$ cat config.mk
export PLATFORM = sky130hd
export DESIGN_NAME = multi_signal_generator
export DESIGN_NICKNAME = d
export VERILOG_FILES = /design/src/rtl/multi_signal_generator.sv
export SDC_FILE = /design/constraint.sdc
export NUM_CORES = 2
export LEC_CHECK = 0
export ABC_AREA = 1
export BUFFER_PORTS_ARGS = -buffer_cell sky130_fd_sc_hd__buf_2
export CORE_ASPECT_RATIO = 0.8
export CORE_MARGIN = 8
export CORE_UTILIZATION = 25
export CTS_CLUSTER_SIZE = 25
export DETAILED_ROUTE_END_ITERATION = 16
export PLACE_DENSITY = 0.4
export SYNTH_ARGS = -nofsm -noshare
export SYNTH_HDL_FRONTEND = slang
export SYNTH_SLANG_ARGS = --single-unit
$ cat constraint.sdc
create_clock -name CLK_32KHz -period 60.7 [get_ports CLK_32KHz]
set_input_delay 9.105 -clock CLK_32KHz [delete_from_list [all_inputs] [get_ports CLK_32KHz]]
set_output_delay 9.105 -clock CLK_32KHz [all_outputs]
set_load 0.1 [all_outputs]
$ cat src/rtl/multi_signal_generator.sv
`default_nettype none
//==============================================================================
// Module   : multi_signal_generator
// Purpose  : NUM_CHANNELS sine/square/triangle/saw generators with updates
//            applied on phase wrap, plus an averaged mix of all channels.
// Revision : 1.0
//==============================================================================
module multi_signal_generator #(
    parameter int NUM_CHANNELS = 4,
    parameter int FREQ_WIDTH   = 14,
    parameter int SAMPLE_WIDTH = 8,
    parameter int SAMPLE_RATE  = 32000,
    parameter int TABLE_DEPTH  = 128,
    localparam int c_CHW = (NUM_CHANNELS > 1) ? $clog2(NUM_CHANNELS) : 1
) (
    input  logic                                 CLK_32KHz,
    input  logic                                 reset,
    input  logic                                 cfg_valid,
    output logic                                 cfg_ready,
    input  logic [c_CHW-1:0]                     cfg_ch,
    input  logic [FREQ_WIDTH-1:0]                cfg_freq,
    input  logic [SAMPLE_WIDTH-1:0]              cfg_amp,
    input  logic [1:0]                           cfg_mode,
    output logic [NUM_CHANNELS*SAMPLE_WIDTH-1:0] samples,
    output logic [SAMPLE_WIDTH-1:0]              mix,
    output logic [NUM_CHANNELS-1:0]              index_zero
);
    localparam int     c_W      = SAMPLE_WIDTH;
    localparam int     c_PW     = $clog2(SAMPLE_RATE) + 1;
    localparam int     c_SW     = c_PW + 1;
    localparam int     c_IW     = $clog2(TABLE_DEPTH);
    localparam int     c_M      = (1 << c_W) - 1;
    localparam int     c_HM     = c_M / 2;
    localparam int     c_HALF_D = TABLE_DEPTH / 2;
    localparam int     c_STEP   = SAMPLE_RATE / TABLE_DEPTH;
    localparam int     c_F_MAX  = SAMPLE_RATE / 2;
    localparam int     c_SUMW   = c_W + $clog2(NUM_CHANNELS);
    localparam int     c_PEXT   = 1 << c_CHW;
    localparam longint c_PI_Q30 = 64'sd3373259426;

    // Integer Q30 cosine (Taylor series on a quarter wave) so the table
    // is built without real arithmetic; quarter points are forced exact.
    function automatic logic [SAMPLE_WIDTH-1:0] sine_point(input int idx);
        longint one, x, x2, term, c, num;
        int     j;
        bit     neg;
        one = 64'sd1 <<< 30;
        j   = (idx > TABLE_DEPTH / 2) ? TABLE_DEPTH - idx : idx;
        neg = 1'b0;
        if (j > TABLE_DEPTH / 4) begin
            j   = TABLE_DEPTH / 2 - j;
            neg = 1'b1;
        end
        if (4 * j == TABLE_DEPTH) begin
            c = 0;
        end else begin
            x    = (c_PI_Q30 * 2 * longint'(j)) / longint'(TABLE_DEPTH);
            x2   = (x * x) >>> 30;
            term = one;
            c    = one;
            for (int k = 1; k <= 10; k++) begin
                term = -((term * x2) >>> 30) / longint'((2 * k - 1) * (2 * k));
                c    = c + term;
            end
        end
        if (neg) c = -c;
        num = (one - c) * longint'(c_M) + one;
        return SAMPLE_WIDTH'(num >>> 31);
    endfunction

    logic [c_W-1:0] w_sine_tab [TABLE_DEPTH];
    for (genvar gi = 0; gi < TABLE_DEPTH; gi++) begin : g_sine
        localparam logic [c_W-1:0] c_VAL = sine_point(gi);
        assign w_sine_tab[gi] = c_VAL;
    end

    logic [NUM_CHANNELS*c_W-1:0] w_next_samples;
    logic [NUM_CHANNELS-1:0]     w_next_iz;
    logic [NUM_CHANNELS-1:0]     w_pend;
    logic [c_PEXT-1:0]           w_pend_ext;
    logic [c_PW-1:0]             w_freq_in;
    logic [c_SUMW-1:0]           w_sum_all;
    logic [c_W-1:0]              w_mix;
    logic [NUM_CHANNELS*c_W-1:0] r_samples;
    logic [c_W-1:0]              r_mix;
    logic [NUM_CHANNELS-1:0]     r_iz;

    assign w_pend_ext = c_PEXT'(w_pend);
    assign cfg_ready  = ~w_pend_ext[cfg_ch];
    assign w_freq_in  = (int'(cfg_freq) > c_F_MAX) ? c_PW'(c_F_MAX) : c_PW'(cfg_freq);

    for (genvar g = 0; g < NUM_CHANNELS; g++) begin : g_ch
        logic [c_PW-1:0] r_phase, r_freq, r_sh_freq;
        logic [c_W-1:0]  r_amp, r_sh_amp;
        logic [1:0]      r_mode, r_sh_mode;
        logic            r_pend;
        logic [c_SW-1:0] w_sum;
        logic            w_wrap, w_accept, w_apply;
        logic [c_IW-1:0] w_idx;
        logic [c_W-1:0]  w_wave, w_out;

        assign w_sum    = {1'b0, r_phase} + {1'b0, r_freq};
        assign w_wrap   = (w_sum >= c_SW'(SAMPLE_RATE));
        assign w_accept = cfg_valid && cfg_ready && (cfg_ch == c_CHW'(g));
        // A stopped channel has no wrap to wait for, so it takes the update at once.
        assign w_apply  = r_pend && (w_wrap || (r_freq == '0));

        always_ff @(posedge CLK_32KHz or posedge reset) begin
            if (reset) begin
                r_phase   <= '0;
                r_freq    <= '0;
                r_amp     <= '0;
                r_mode    <= '0;
                r_sh_freq <= '0;
                r_sh_amp  <= '0;
                r_sh_mode <= '0;
                r_pend    <= 1'b0;
            end else begin
                r_phase <= w_wrap ? c_PW'(w_sum - c_SW'(SAMPLE_RATE)) : c_PW'(w_sum);
                if (w_apply) begin
                    r_freq <= r_sh_freq;
                    r_amp  <= r_sh_amp;
                    r_mode <= r_sh_mode;
                    r_pend <= 1'b0;
                end else if (w_accept) begin
                    r_sh_freq <= w_freq_in;
                    r_sh_amp  <= cfg_amp;
                    r_sh_mode <= cfg_mode;
                    r_pend    <= 1'b1;
                end
            end
        end

        always_comb begin
            w_idx  = c_IW'(r_phase / c_PW'(c_STEP));
            w_wave = '0;
            case (r_mode)
                2'd0: w_wave = w_sine_tab[w_idx];
                2'd1: w_wave = (int'(w_idx) < c_HALF_D) ? c_W'(c_M) : '0;
                2'd2: w_wave = (int'(w_idx) < c_HALF_D)
                             ? c_W'((int'(w_idx) * c_M) / c_HALF_D)
                             : c_W'(((TABLE_DEPTH - int'(w_idx)) * c_M) / c_HALF_D);
                default: w_wave = c_W'((int'(w_idx) * c_M) / (TABLE_DEPTH - 1));
            endcase
            w_out = c_W'((longint'(w_wave) * longint'(r_amp) + longint'(c_HM)) / longint'(c_M));
        end

        assign w_next_samples[g*c_W +: c_W] = w_out;
        assign w_next_iz[g]                 = (w_idx == '0);
        assign w_pend[g]                    = r_pend;
    end

    always_comb begin
        w_sum_all = '0;
        for (int i = 0; i < NUM_CHANNELS; i++) begin
            w_sum_all = w_sum_all + c_SUMW'(w_next_samples[i*c_W +: c_W]);
        end
        w_mix = c_W'(w_sum_all / c_SUMW'(NUM_CHANNELS));
    end

    always_ff @(posedge CLK_32KHz or posedge reset) begin
        if (reset) begin
            r_samples <= '0;
            r_mix     <= '0;
            r_iz      <= '1;
        end else begin
            r_samples <= w_next_samples;
            r_mix     <= w_mix;
            r_iz      <= w_next_iz;
        end
    end

    assign samples    = r_samples;
    assign mix        = r_mix;
    assign index_zero = r_iz;

endmodule
`default_nettype wire

==> run metrics <==
status=complete, no violations; Layout fillers=27477; Multi-input gate area=47060 µm²; Crit Path Class=reg -> reg; Ports=74; Fmax=31.39 MHz; Primary FF master, synth=dfrtp_1; Crit path top cell by count=nand2_1; Synth top area share=16.03%; total area of sequential cells=7612 µm²; CP max FO=37; TritonCTS buffer count=42; ANT nets after route=0; R2R Setup Slk=28.84 ns; site row count=163; WHS Endpoint=g_ch[1].r_amp[4]$_DFFE_PP0P_; worst r2r src=g_ch[2].r_phase[9]$_DFF_PP0_; number of synthesized flops with an enable pin=0; Synth Cell Area=61980 µm²; DR vias=59364; crit end category=flop; drt pass-1 iters=6; initial antenna violation count=21; GRT Resource Usage Total=14.80%; asr flop ratio synth=100.0%; worst-margin pin slew=1.169 ns; routed wire length=196.7 mm; Setup TNS Final=0 ns; Initial Util=25.14%; Residual DRC=0; Syn Inst Count=9619; Resized Gates After CTS=0; Synth area leader=nand2_1; Routed WL per cell=15.17 µm; R2R depth=185; sequential cell area fraction in the yosys report=12.28%; max incr delay on CP=0.71 ns; synthesized area per cell=6.444 µm²; Slew headroom=21.27%; First DRT Iteration DRCs=4040; global-route wire length before repair=322.5 mm; clock latency on the worst-skew pair=0.69 ns; Yosys warning total=0; Mapped Nets=10640; top-count cell post-synth=nand2_1; Tmin final=31.86 ns; PortBufs=73; Die Span Y=461.4 µm; Area Growth Syn to Fin=8.755%; Hold Violations, Final=0; r2r endpoint=mix[7]$_DFF_PP0_; Die ar.=264200 µm²; ranking of synthesized cells by area=nand2_1, ha_1, fa_1; Hold Crit Depth=2; pre-CTS WS=28.71 ns; worst clock skew=0.07824 ns; vias per inst=4.578; H-tree levels=2; CTS Buffer Depth=3; Netlist cell types=87; CTS tree=built; # nets final=10648; Root Buffer=clkbuf_16; final core occ=27.34%; grt ovf=0; Worst Hold Class=reg -> reg; WP data required=61.25 ns; Die W=572.7 µm; period utilization=52.48%; Post-CTS Hold Buffers=0; share of cells above drive strength 1=7.858%; Yosys reg bits=304; vias in the first global route=58759; RSZ-0062 raised after global routing=false; CTS clk-pin slew, worst paths=0.06 ns; Post-DP HPWL=162.6 mm; synth cell count leaders=nand2_1, inv_1, nor2_1; hold_sp=g_ch[1].r_sh_amp[4]$_DFFE_PP0P_; max_cap viols=0; routability-driven placement congestion ratio=0.8363; setup violators final=0; critical path arrival=32.41 ns; Worst setup SP type=flop; Clock Sinks=304; # Post-CTS Setup Buffers=0; PnR worst setup slack=28.84 ns; largest net degree at the start of global routing=151; Final Slew Violations=0; core area=246600 µm²; Slowest-stage cell, CP=fa_1
## worst max-delay path: cells and delay by family (launching register included)
family	cells	cell delay (ns)
adders and majority gates	17	6.94
AOI/OAI and AO/OA	21	4.18
and+or+nand+nor	115	14.82
DFF	1	0.43
xor gates and xnor gates	3	0.67
buffers and inverters	29	4.59
## through the flow
stage          instance area, µm²  std cells  hold WS [ns]
3_3_place_gp                65980      12883        0.4529
4_1_cts                     67390      12959        0.4462
2_1_floorplan               61980       9619        0.4422
6_report                    67410      12966        0.4463
3_5_place_dp                65980      12883        0.4508
5_1_grt                     67390      12961        0.4942
## registers in the layout, summed over array words and instances (netlist names)
| register | count |
|---|---|
| g_ch.r_sh_freq | 56 |
| index_zero | 4 |
| g_ch.r_freq | 56 |
| samples | 32 |
| g_ch.r_amp | 32 |
| g_ch.r_sh_amp | 32 |
| g_ch.r_phase | 64 |
| g_ch.r_pend | 4 |
| mix | 8 |
| g_ch.r_mode | 8 |
| g_ch.r_sh_mode | 8 |
## cell type report
class,count,share of cell area (%)
tap,3300,6.125
clock buffer,54,1.700
inverter,1745,9.764
multi-input combinational,7431,69.81
sequential,304,11.29
clock inverter,22,0.3898
timing repair buffer,103,0.8947
antenna,7,0.02599
## layer usage
| metal | part of all wire [%] | routed length [µm] | GRT usage [%] | vias up |
|---|---|---|---|---|
| li1 | - | - | - | 30493 |
| met1 | 53 | 104800 | 22.53 | 27757 |
| met2 | 42 | 82170 | 22.98 | 943 |
| met3 | 3.1 | 6077 | 1.062 | 171 |
| met4 | 1.9 | 3726 | 2.528 | 0 |
| met5 | 0 | 0 | 0 | - |
## logic make-up after synthesis
group / synth area share [%]
AOI/OAI and AO/OA: 11.47
xor gates and xnor gates: 4.199
adders and majority gates: 24.63
buffers and inverters: 11.82
DFF: 12.28
and+or+nand+nor: 35.60
## how the worst max path moves through the flow
stage                                        from          endpoint  cells after the start
CTS                  g_ch[2].r_phase[9]$_DFF_PP0_  mix[7]$_DFF_PP0_                    185
finish               g_ch[2].r_phase[9]$_DFF_PP0_  mix[7]$_DFF_PP0_                    185
detailed placement   g_ch[2].r_phase[9]$_DFF_PP0_  mix[7]$_DFF_PP0_                    186
global placement     g_ch[2].r_phase[9]$_DFF_PP0_  mix[7]$_DFF_PP0_                    183
floorplan            g_ch[2].r_phase[9]$_DFF_PP0_  mix[7]$_DFF_PP0_                    185
global route        g_ch[2].r_phase[13]$_DFF_PP0_  mix[7]$_DFF_PP0_                    188
## cells in the final DEF, fill, tap and decap left out, types with 24 or more instances in the layout
cell / n
a21oi_1: 314
nand2_4: 44
o21ai_0: 541
nand2_2: 167
xnor2_1: 69
nand4_1: 133
nand2_1: 2647
o211ai_1: 68
buf_2: 73
xor2_1: 217
o21bai_1: 45
inv_1: 1667
o21ai_2: 25
nor2_4: 30
and2_1: 24
o21ai_1: 75
fa_1: 380
inv_2: 62
nand3b_1: 40
nand3_2: 89
nand3_1: 709
dfrtp_1: 300
ha_1: 612
nor2_2: 83
clkbuf_16: 42
buf_4: 29
nor2_1: 802
a31oi_1: 29
nor3_1: 61
Power is not shown: default switching activity piles up to over one toggle a cycle in this logic, so the estimate is an artifact.
